===== src/rtl/uart_tx_pkg.sv =====
// Shared definitions for the monitor UART transmitter: FSM state encoding,
// character tag constants and the word-to-character split.
package uart_tx_pkg;

  typedef enum logic [2:0] {
    ST_IDLE   = 3'd0,
    ST_START  = 3'd1,
    ST_DATA   = 3'd2,
    ST_PARITY = 3'd3,
    ST_STOP   = 3'd4
  } state_t;

  // Tag 2'b00 is never transmitted; the host uses its absence to resync.
  localparam logic [1:0] TAG_BYTE0 = 2'b01;
  localparam logic [1:0] TAG_BYTE1 = 2'b10;
  localparam logic [1:0] TAG_BYTE2 = 2'b11;

  localparam int BITS_PER_CHAR = 8;

  // Select one tagged character out of the 18-bit held word.
  function automatic logic [7:0] char_of(input logic [17:0] w, input logic [1:0] idx);
    case (idx)
      2'd0:    return {TAG_BYTE0, w[17:12]};
      2'd1:    return {TAG_BYTE1, w[11:6]};
      default: return {TAG_BYTE2, w[5:0]};
    endcase
  endfunction

endpackage


===== src/rtl/uart_baud_gen.sv =====
// Bit-period timer: 16-bit counter running 0..BAUD_DIV-1 with a single-cycle
// tick on the last count. i_clr restarts the period from 0.
module uart_baud_gen #(
  parameter int BAUD_DIV = 434
) (
  input  logic clk,
  input  logic i_clr,
  output logic o_tick
);

  localparam logic [15:0] LAST = 16'(BAUD_DIV - 1);

  logic [15:0] r_cnt;

  // Count up, wrapping to 0 at each bit boundary or on clear.
  always_ff @(posedge clk) begin
    if (i_clr || (r_cnt == LAST)) begin
      r_cnt <= 16'd0;
    end else begin
      r_cnt <= r_cnt + 16'd1;
    end
  end

  assign o_tick = (r_cnt == LAST);

endmodule


===== src/rtl/uart_tx_frame.sv =====
// Monitor word transmitter: captures one 18-bit word per uart_req/uart_ack
// handshake and sends it as three tagged characters in back-to-back async
// frames on txd. Define UART_TX_PARITY_EN to add an even-parity bit to each
// character (8E1); the default build is 8N1.
//
// Handshake: upstream holds uart_req high with uart_dat stable until it sees
// uart_req & uart_ack; uart_ack is a one-cycle pulse issued only from IDLE,
// and the word is captured on that same edge.
module uart_tx_frame
  import uart_tx_pkg::*;
#(
  parameter int BAUD_DIV = 434
) (
  input  logic        clk,
  input  logic        rst,
  input  logic        uart_req,
  output logic        uart_ack,
  input  logic [17:0] uart_dat,
  output logic        txd,
  output logic        busy,
  output logic [2:0]  dbg_state
);

  state_t      r_state;
  logic [17:0] r_hold;
  logic [1:0]  r_idx;
  logic [2:0]  r_bit;
  logic        r_txd;
  logic        r_ack;
  logic        r_busy;

  logic        w_tick;
  logic        w_clr;
  logic [7:0]  w_char;

  // Keep the bit timer parked at 0 while idle so the start bit is full width.
  assign w_clr  = rst || (r_state == ST_IDLE);
  assign w_char = char_of(r_hold, r_idx);

  uart_baud_gen #(.BAUD_DIV(BAUD_DIV)) u_baud (
    .clk    (clk),
    .i_clr  (w_clr),
    .o_tick (w_tick)
  );

  // Frame sequencer with registered txd/ack/busy.
  always_ff @(posedge clk) begin
    if (rst) begin
      r_state <= ST_IDLE;
      r_hold  <= 18'd0;
      r_idx   <= 2'd0;
      r_bit   <= 3'd0;
      r_txd   <= 1'b1;
      r_ack   <= 1'b0;
      r_busy  <= 1'b0;
    end else begin
      r_ack <= 1'b0;
      case (r_state)
        ST_IDLE: begin
          if (uart_req) begin
            r_hold  <= uart_dat;
            r_ack   <= 1'b1;
            r_busy  <= 1'b1;
            r_idx   <= 2'd0;
            r_txd   <= 1'b0;
            r_state <= ST_START;
          end
        end
        ST_START: begin
          if (w_tick) begin
            r_bit   <= 3'd0;
            r_txd   <= w_char[0];
            r_state <= ST_DATA;
          end
        end
        ST_DATA: begin
          if (w_tick) begin
            if (r_bit == 3'(BITS_PER_CHAR - 1)) begin
`ifdef UART_TX_PARITY_EN
              r_txd   <= ^w_char;
              r_state <= ST_PARITY;
`else
              r_txd   <= 1'b1;
              r_state <= ST_STOP;
`endif
            end else begin
              r_bit <= r_bit + 3'd1;
              r_txd <= w_char[r_bit + 3'd1];
            end
          end
        end
`ifdef UART_TX_PARITY_EN
        ST_PARITY: begin
          if (w_tick) begin
            r_txd   <= 1'b1;
            r_state <= ST_STOP;
          end
        end
`endif
        ST_STOP: begin
          if (w_tick) begin
            if (r_idx < 2'd2) begin
              r_idx   <= r_idx + 2'd1;
              r_txd   <= 1'b0;
              r_state <= ST_START;
            end else begin
              r_busy  <= 1'b0;
              r_state <= ST_IDLE;
            end
          end
        end
        default: begin
          r_txd   <= 1'b1;
          r_busy  <= 1'b0;
          r_state <= ST_IDLE;
        end
      endcase
    end
  end

  assign txd       = r_txd;
  assign uart_ack  = r_ack;
  assign busy      = r_busy;
  assign dbg_state = r_state;

endmodule


===== config.mk =====
export PLATFORM = sky130hd
export DESIGN_NAME = uart_tx_frame
export DESIGN_NICKNAME = d
export VERILOG_FILES = /design/src/rtl/uart_tx_pkg.sv /design/src/rtl/uart_baud_gen.sv /design/src/rtl/uart_tx_frame.sv
export SDC_FILE = /design/constraint.sdc
export NUM_CORES = 1
export LEC_CHECK = 0
export ABC_AREA = 0
export BUFFER_PORTS_ARGS = -buffer_cell sky130_fd_sc_hd__clkbuf_2
export CAP_MARGIN = 20
export CORE_ASPECT_RATIO = 0.7
export CORE_MARGIN = 1
export CORE_UTILIZATION = 40
export DETAILED_ROUTE_END_ITERATION = 6
export SLEW_MARGIN = 20
export SYNTH_ARGS = -nofsm -noshare
export SYNTH_HDL_FRONTEND = slang
export SYNTH_SLANG_ARGS = --single-unit

===== constraint.sdc =====
create_clock -name clk -period 2.5 [get_ports clk]
set_input_delay 0.5 -clock clk [delete_from_list [all_inputs] [get_ports clk]]
set_output_delay 0.5 -clock clk [all_outputs]
set_load 0.01 [all_outputs]

==> out/qor.yml <==
outcome:
  status: "completed"
finish:
  drive_above_1_share_pct: 14.5
  diodes: 0
  nets: 332
  area_growth_pct: 13.9
synthesis:
  yosysWarnings: 0
  synth.distinct_cells: 50
  yosysTopAreaCellShare_pct: 40.1
  synth_edf_count: 0
  async_reset_ff_share_pct: 0
  syn-cell-area_sq_um: 2250
  synth_flop_cell: "dfxtp_1"
  yosysSeqAreaShare_pct: 40.1
  synthMostInstantiatedCell: "nand2_1"
  synth_area_leader_cell: "dfxtp_1"
  synthCells: 282
  synthTopCellsByCount: "nand2_1 (54), dfxtp_1 (45), a21oi_1 (28), nor2_1 (27), clkbuf_1 (10)"
  syn_avg_cell_area_sq_um: 7.96
  synth_seq_cells: 45
  synthTopCellsByArea: "dfxtp_1 (40%), nand2_1 (9.0%), a21oi_1 (6.2%)"
  syn-num-nets: 311
timing:
  min_period_ps: 2100
  fin_tns_setup_ps: 0
  clock_skew_ps: 7.73
  finalSetupViolations: 0
  slew_headroom_pct: 56.4
  finalHoldViolations: 0
  rsz0062_at_grt: "false"
  slew_viol_final: 0
  fin_crit_sh_pct: 84.0
  fmax_mhz: 476
  worst_slew_pin_slew_ps: 652
floorplan:
  dieArea_sq_um: 5920
  ios: 27
  die_h_um: 64.7
  die-width_um: 91.6
  rows: 22
  coreArea_sq_um: 5310
  start_util_pct: 42.3
placement:
  gp_congestion: 0.772
  portBuffers: 26
  hpwlAfterDp_um: 3560
run:
  drv_cap: 0
worst_setup_path:
  arrival_ps: 2290
  path_class: "flip-flop to flip-flop"
  worst_ep_required_time_ps: 2700
  cp-startpoint: "r_idx[0]"
  start_kind: "flip-flop"
  reg2reg_depth: 7
  r2r-start: "r_idx[0]"
  path_max_fanout: 7
  end_kind: "flip-flop"
cts:
  h-tree-depth: 2
  clock_latency_ps: 300
  cts.clk_slew.worst_paths_ps: 90
  numClockSinks: 45
  hold_buffers: 0
  cts_made_buffers: 5
  clockRootBuffer: "clkbuf_8"
  cts_setup_buffers: 0
  cts_tree: "done"
  cts_buffer_depth: 2
  cts_resized: 0
power:
  p_leak_nw: 0.973
  finalPower_mw: 1.65
  ir_drop_mv: 0.267
  powerDensity_nw_per_um2: 645
route:
  vias: 1968
  wl_per_cell_um: 12.8
  drc: 0
  drt-total-wl_um: 4810
  vias_per_cell: 5.23
  dr.pass1.iters: 5
  ant_nets: 0
  first_iter_violations: 93
global_routing:
  grt_max_degree: 21
  grt_overflow: 0
  grt_pass1_vias: 1754
  grt_util_all_layers_pct: 18.0
  antenna_found_initial: 0
  grt_pass1_wl_um: 8560
worst_hold_path:
  min_from: "uart_dat[12]"
  hold_path.class: "input port to flip-flop"
  min_path_cells: 3
cell type report:
cell class / count / area (sq um)
fillers: 536 / 2750
multi-input cells: 213 / 1240
flip-flops and latches: 45 / 901
repair buffers: 29 / 153
well taps: 72 / 90.1
clock buffers: 5 / 68.8
clock inverters: 3 / 68.8
inverters: 9 / 33.8
metrics by stage:
stage	instances	util, %	hold WS (ps)	worst slack (ps)	cell area [sq um]
floorplan	282	-	430	646	2250
global placement	368	45.6	439	407	2420
detailed placement	368	45.6	450	400	2420
CTS	376	48.2	401	383	2560
global route	376	48.2	398	187	2560
finish	376	48.2	407	401	2560
cells by family after synthesis:
logic type | Yosys count | synth area share, %
buf+inv | 24 | 4.51
compound gates | 59 | 16.2
mux | 3 | 1.39
flops | 45 | 40.1
simple gates | 132 | 29.0
xor+xnor | 11 | 4.29
fa+ha+maj | 8 | 4.46
state kept, by name (all words and copies together), names as in the netlist:
register and count:
dbg_state 3, u_baud.r_cnt 16, r_bit 3, txd 1, r_hold 18, r_idx 2
busy 1, uart_ack 1
layer usage:
metal | GRT usage [%] | up-vias | wire (um)
met4 | 5.36 | 0 | 52
met2 | 23.3 | 38 | 1780
li1 | - | 1024 | -
met3 | 3.99 | 7 | 219
met1 | 28.5 | 899 | 2760
met5 | 0 | - | 0
critical path: stages, from the launching register on:
cell and delay [ps]:
dfxtp_1 400, inv_1 100, ha_1 300, a22o_1 270
a2111oi_0 490, o31a_1 200, and3_1 160, a31oi_1 80
worst paths after layout:
kind	to	slack, ps
max reg2reg	txd	400
min	r_hold[12]	410
max	txd	400
min reg2reg	r_hold[6]	460
placed cells by master, fill, tap and decap left out, types with 5 or more instances in the layout:
cell type  instances
o21ai_0            6
nand2_1           54
a211oi_1           6
clkbuf_8           5
nand4_1            5
dfxtp_1           45
and3_1             6
clkbuf_2          26
ha_1               8
or3_1              6
nand3_1            7
xnor2_1            8
a21oi_1           28
nor2_1            27
inv_1              9
power by group:
group | internal [mW] | switching [mW]
sequential | 0.753 | 0.0378
combinational | 0.0847 | 0.112
clock | 0.402 | 0.261
total | 1.24 | 0.411
No activity file was read; power rests on OpenSTA's default activity.
